[src/rtl/router_src_arbiter.sv]
// router_src_arbiter: round-robin scheduler that hands the router's single
// byte-wide input to one packet source at a time. Each granted packet is walked
// through header, payload and parity using the length carried in its header.
// Packets addressed to the nonexistent port 3 are drained without reaching the
// router.
module router_src_arbiter #(
   parameter int NUM_SRC = 3
) (
   input  logic                 clk,
   input  logic                 reset,
   input  logic [NUM_SRC-1:0]   src_valid,
   input  logic [8*NUM_SRC-1:0] src_data,
   output logic [NUM_SRC-1:0]   src_ready,
   input  logic                 busy,
   output logic [7:0]           datain,
   output logic                 packet_valid,
   output logic [NUM_SRC-1:0]   grant,
   output logic                 pkt_done,
   output logic                 hdr_err,
   output logic                 proto_err
);

   localparam int IW = (NUM_SRC > 1) ? $clog2(NUM_SRC) : 1;
   localparam logic [NUM_SRC-1:0] ONE_OH = {{(NUM_SRC-1){1'b0}}, 1'b1};

   typedef enum logic [2:0] {
      S_IDLE    = 3'd0,
      S_HDR     = 3'd1,
      S_PAYLOAD = 3'd2,
      S_PARITY  = 3'd3,
      S_DROP    = 3'd4
   } state_t;

   state_t             state_q, state_d;
   logic [5:0]         cnt_q, cnt_d;
   logic [IW-1:0]      last_grant_q, last_grant_d;
   logic [NUM_SRC-1:0] grant_q, grant_d;
   logic               drop_hdr_q, drop_hdr_d;
   logic               proto_err_q, proto_err_d;

   logic               rr_hit_s;
   logic [IW-1:0]      rr_idx_s;
   logic [IW-1:0]      cand_s;
   logic [NUM_SRC-1:0] rr_oh_s;
   logic [7:0]         rr_hdr_s;
   logic [7:0]         cur_byte_s;
   logic               cur_valid_s;
   logic               xfer_s;

   // Round-robin search starting just after the last granted source.
   always_comb begin
      rr_hit_s = 1'b0;
      rr_idx_s = {IW{1'b0}};
      cand_s   = {IW{1'b0}};
      for (int i = 1; i <= NUM_SRC; i++) begin
         cand_s = IW'((int'(last_grant_q) + i) % NUM_SRC);
         if (!rr_hit_s && src_valid[cand_s]) begin
            rr_hit_s = 1'b1;
            rr_idx_s = cand_s;
         end else begin
            rr_hit_s = rr_hit_s;
         end
      end
      rr_oh_s  = ONE_OH << rr_idx_s;
      rr_hdr_s = 8'h00;
      for (int i = 0; i < NUM_SRC; i++) begin
         rr_hdr_s = rr_hdr_s | (src_data[8*i +: 8] & {8{rr_oh_s[i]}});
      end
   end

   // Byte and valid of the currently granted source (grant is 0 when idle).
   always_comb begin
      cur_byte_s = 8'h00;
      for (int i = 0; i < NUM_SRC; i++) begin
         cur_byte_s = cur_byte_s | (src_data[8*i +: 8] & {8{grant_q[i]}});
      end
      cur_valid_s = |(src_valid & grant_q);
      xfer_s      = cur_valid_s && !busy;
   end

   // Packet walk: next-state, counter, grant bookkeeping and router-side outputs.
   always_comb begin
      state_d      = state_q;
      cnt_d        = cnt_q;
      last_grant_d = last_grant_q;
      grant_d      = grant_q;
      drop_hdr_d   = drop_hdr_q;
      proto_err_d  = proto_err_q;
      src_ready    = {NUM_SRC{1'b0}};
      datain       = 8'h00;
      packet_valid = 1'b0;
      pkt_done     = 1'b0;
      hdr_err      = 1'b0;
      case (state_q)
         S_IDLE: begin
            if (rr_hit_s) begin
               grant_d = rr_oh_s;
               cnt_d   = rr_hdr_s[7:2];
               if (rr_hdr_s[1:0] == 2'b11) begin
                  state_d    = S_DROP;
                  drop_hdr_d = 1'b1;
               end else begin
                  state_d    = S_HDR;
                  drop_hdr_d = 1'b0;
               end
            end else begin
               grant_d = {NUM_SRC{1'b0}};
            end
         end
         S_HDR: begin
            src_ready    = grant_q & {NUM_SRC{!busy}};
            datain       = cur_byte_s;
            packet_valid = 1'b1;
            if (xfer_s) begin
               cnt_d   = cur_byte_s[7:2];
               state_d = (cur_byte_s[7:2] == 6'd0) ? S_PARITY : S_PAYLOAD;
            end else begin
               state_d = S_HDR;
            end
         end
         S_PAYLOAD: begin
            src_ready    = grant_q & {NUM_SRC{!busy}};
            datain       = cur_byte_s;
            packet_valid = 1'b1;
            if (xfer_s) begin
               cnt_d   = cnt_q - 6'd1;
               state_d = (cnt_q == 6'd1) ? S_PARITY : S_PAYLOAD;
            end else begin
               state_d = S_PAYLOAD;
            end
         end
         S_PARITY: begin
            src_ready = grant_q & {NUM_SRC{!busy}};
            datain    = cur_byte_s;
            if (xfer_s) begin
               pkt_done     = 1'b1;
               last_grant_d = rr_idx_from_grant(grant_q);
               grant_d      = {NUM_SRC{1'b0}};
               state_d      = S_IDLE;
            end else begin
               state_d = S_PARITY;
            end
         end
         S_DROP: begin
            // Draining ignores router back-pressure: the router never sees these bytes.
            src_ready = grant_q;
            if (cur_valid_s) begin
               if (drop_hdr_q) begin
                  drop_hdr_d = 1'b0;
               end else if (cnt_q == 6'd0) begin
                  hdr_err      = 1'b1;
                  last_grant_d = rr_idx_from_grant(grant_q);
                  grant_d      = {NUM_SRC{1'b0}};
                  state_d      = S_IDLE;
               end else begin
                  cnt_d = cnt_q - 6'd1;
               end
            end else begin
               state_d = S_DROP;
            end
         end
         default: begin
            state_d = S_IDLE;
            grant_d = {NUM_SRC{1'b0}};
         end
      endcase
      if (state_q != S_IDLE && !cur_valid_s) begin
         proto_err_d = 1'b1;
      end else begin
         proto_err_d = proto_err_d;
      end
   end

   // Encode a one-hot grant back to a source index.
   function automatic logic [IW-1:0] rr_idx_from_grant(input logic [NUM_SRC-1:0] oh);
      logic [IW-1:0] idx;
      idx = {IW{1'b0}};
      for (int i = 0; i < NUM_SRC; i++) begin
         idx = idx | (IW'(i) & {IW{oh[i]}});
      end
      return idx;
   endfunction

   // State registers with synchronous reset; a reset mid-packet abandons it.
   always_ff @(posedge clk) begin
      if (reset) begin
         state_q      <= S_IDLE;
         cnt_q        <= 6'd0;
         last_grant_q <= IW'(NUM_SRC - 1);
         grant_q      <= {NUM_SRC{1'b0}};
         drop_hdr_q   <= 1'b0;
         proto_err_q  <= 1'b0;
      end else begin
         state_q      <= state_d;
         cnt_q        <= cnt_d;
         last_grant_q <= last_grant_d;
         grant_q      <= grant_d;
         drop_hdr_q   <= drop_hdr_d;
         proto_err_q  <= proto_err_d;
      end
   end

   assign grant     = grant_q;
   assign proto_err = proto_err_q;

endmodule

[config.mk]
export PLATFORM = sky130hd
export DESIGN_NAME = router_src_arbiter
export DESIGN_NICKNAME = d
export VERILOG_FILES = /design/src/rtl/router_src_arbiter.sv
export SDC_FILE = /design/constraint.sdc
export NUM_CORES = 1
export LEC_CHECK = 0
export ABC_AREA = 1
export CAP_MARGIN = 30
export CORE_UTILIZATION = 49
export DETAILED_ROUTE_END_ITERATION = 12
export GPL_ROUTABILITY_DRIVEN = 0
export PLACE_DENSITY = 0.81
export SYNTH_ARGS = -nofsm -noshare
export SYNTH_HDL_FRONTEND = slang
export SYNTH_SLANG_ARGS = --single-unit
[constraint.sdc]
create_clock -name clk -period 2.2 [get_ports clk]
set_clock_uncertainty 0.05 [all_clocks]
set_input_delay 0.22 -clock clk [delete_from_list [all_inputs] [get_ports clk]]
set_output_delay 0.22 -clock clk [all_outputs]
set_load 0.02 [all_outputs]
==> flow_summary.yaml <==
status:
  status: "completed"
power_and_ir_drop:
  peakVddDrop_mv: 0.696
  p_leak_nw: 1.30
  p_per_area_nw_per_um2: 1290
  power_mw: 3.20
timing:
  hold_viol: 0
  max_freq_mhz: 476
  finalCritPeriodShare_pct: 95.4
  worstMarginPinSlew_ns: 0.353
  final_max_slew_viol_count: 0
  fin_setup_tns_ns: 0
  setup_violations: 0
  period_needed_ns: 2.10
  relSlewSlack_pct: 76.3
worst_setup_path:
  crit_path_cell_trace: "nor2_1 > inv_1 > nand2_1 > inv_2 > nand2_1 > inv_1 > clkdlybuf4s50_1"
  crit_path_end_kind: "output pin"
  slowest_stage: "clkdlybuf4s50_1"
  cp_max_fo: 6
  worstSetupPathType: "flop to output pin"
  crit_buf_inv: 4
  cp.required_ns: 1.93
  cpLargestDelayFamily: "buffers and inverters"
  start_kind: "flop"
  cp_data_arrival_time_ns: 1.83
  worst-r2r-setup-slack_ns: 0.18
  slowest_delay_ns: 0.59
floorplan:
  dieArea_um2: 3910
  num_io_pins: 48
  die_x_um: 62.6
  coreArea_um2: 3420
  rows: 21
  die_h_um: 62.6
  start_util_pct: 52.6
yosys:
  synth_most_common_cell: "nand2_1"
  synthTopCellsByCount: "nand2_1 (92), inv_1 (42), nor2_1 (24)"
  netlist.top_cell.by_area: "nand2_1"
  synthFlopType: "dfxtp_1"
  ys_top_cells_by_area: "nand2_1 (19%), dfxtp_1 (18%), inv_1 (8.8%)"
  syn_area_per_cell_um2: 6.03
  synth-seq-cells: 16
  synthArstFlopShare_pct: 0
  syn_nets: 334
  synth.distinct_cells: 37
  ys_seq_area_share_pct: 17.8
  ys_warn_count: 0
  synth_edf_count: 0
  syn_inst: 298
  synth_top_area_share_pct: 19.2
  syn_area_um2: 1800
clocking:
  h-tree-depth: 1
  hold_buffers: 0
  cts_tree: "built"
  clockBufferDepth: 2
  clkSinkCount: 16
  clkTransAtPathRegs_ns: 0.10
  root_buffer: "clkbuf_4"
  cts_buffers: 3
  clk_latency_ns: 0.29
global_route:
  overflow: 0
  grt_pass1_vias: 1946
  grt_pass1_wl_mm: 8.51
  grt_antenna_before_repair: 0
  grt_start_max_net_pins: 10
  track_usage_pct: 26.6
routing:
  num_vias: 2140
  drt_wl_total_mm: 5.15
  drtPass1Iterations: 4
  vias_per_cell: 5.28
  drtAntennaViolNets: 0
  drt_iter0_markers: 161
  drc: 0
  wl_per_cell_um: 12.7
worst_hold_path:
  hp-class: "flop to flop"
cells_and_area:
  drive_gt1_share_pct: 17.8
  diodes: 0
  area_delta_synth_final_pct: 37.8
  nets: 396
  utilization_pct: 72.5
job:
  max_cap_viol_count: 0
placement:
  io_buffers: 47
  dp_hpwl_mm: 4.07
final cells by class:
type / instances / area, um^2
sequential: 16 / 325
fill: 289 / 940
multi-input combinational: 227 / 1260
timing repair buffer: 63 / 601
inverter: 49 / 194
clock buffer: 4 / 36.3
tap: 46 / 57.6
logic make-up (layout without fill, tap and decap cells):
family                     Yosys count  after routing  synth area share [%]
buffers and inverters               55            116                  13.2
xor gates and xnor gates             1              1                 0.488
adders and majority gates            6              6                  4.18
and+or+nand+nor                    181            181                  50.6
AOI/OAI and AO/OA                   39             39                  13.8
DFF                                 16             16                  17.8
worst min-delay path, cell delays in order (launching register included):
cell	delay, ns
dfxtp_1	0.34
nor2_1	0.05
nor2_1	0.07
stage by stage:
step / area, um^2 / hold WS [ns] / instances / setup slack (ns)
after floorplan: 1800 / 0.403 / 298 / 0.230
after global placement: 2400 / 0.422 / 401 / 0.0315
after detailed placement: 2400 / 0.418 / 401 / 0.0221
after CTS: 2440 / 0.444 / 405 / 0.00335
after global routing: 2480 / 0.464 / 405 / -0.0424
final: 2480 / 0.438 / 405 / 0.100
state kept, by name, indices dropped and copies added, names as in the netlist:
| name | cells |
|---|---|
| cnt_q | 6 |
| grant | 3 |
| state_q | 3 |
| proto_err | 1 |
| last_grant_q | 2 |
| drop_hdr_q | 1 |
power by group:
group | internal (mW) | switching (mW)
logic | 0.985 | 1.50
registers | 0.401 | 0.115
clock network | 0.101 | 0.0963
total | 1.49 | 1.71
placed cells by master (no fill, tap or decap), types with 4 or more instances in the layout:
master,count
inv_2,4
inv_1,41
nor2_1,23
a21oi_1,15
o21ai_0,10
nand2_2,9
nand2_1,92
dfxtp_1,12
nand3_2,5
o211ai_1,5
clkdlybuf4s50_1,36
dlymetal6s2s_1,6
dfxtp_2,4
dlygate4sd2_1,4
nand4_1,6
nor3_1,5
ha_1,4
buf_4,16
nand3_1,23
final timing paths:
| kind | endpoint | start | cells after the start |
|---|---|---|---|
| max | datain[0] | state_q[0] | 7 |
| min | proto_err | proto_err | 2 |
| max reg2reg | cnt_q[3] | last_grant_q[0] | 13 |
| min reg2reg | proto_err | proto_err | 2 |
timing repair:
item,4_1_cts,5_1_grt
gates resized for setup,9,13
pin swaps,0,0
endpoints found under the setup margin,12,16
buffers inserted,0,0
per-layer routing:
metal	routed length (um)	share of wire [%]	track usage, %	up-vias
met4	122	2.4	9.88	0
li1	-	-	-	1081
met3	357	6.9	4.01	14
met1	2240	43	34.6	959
met5	0	0	0	-
met2	2430	47	44.2	86
(Power assumes the default switching activity.)
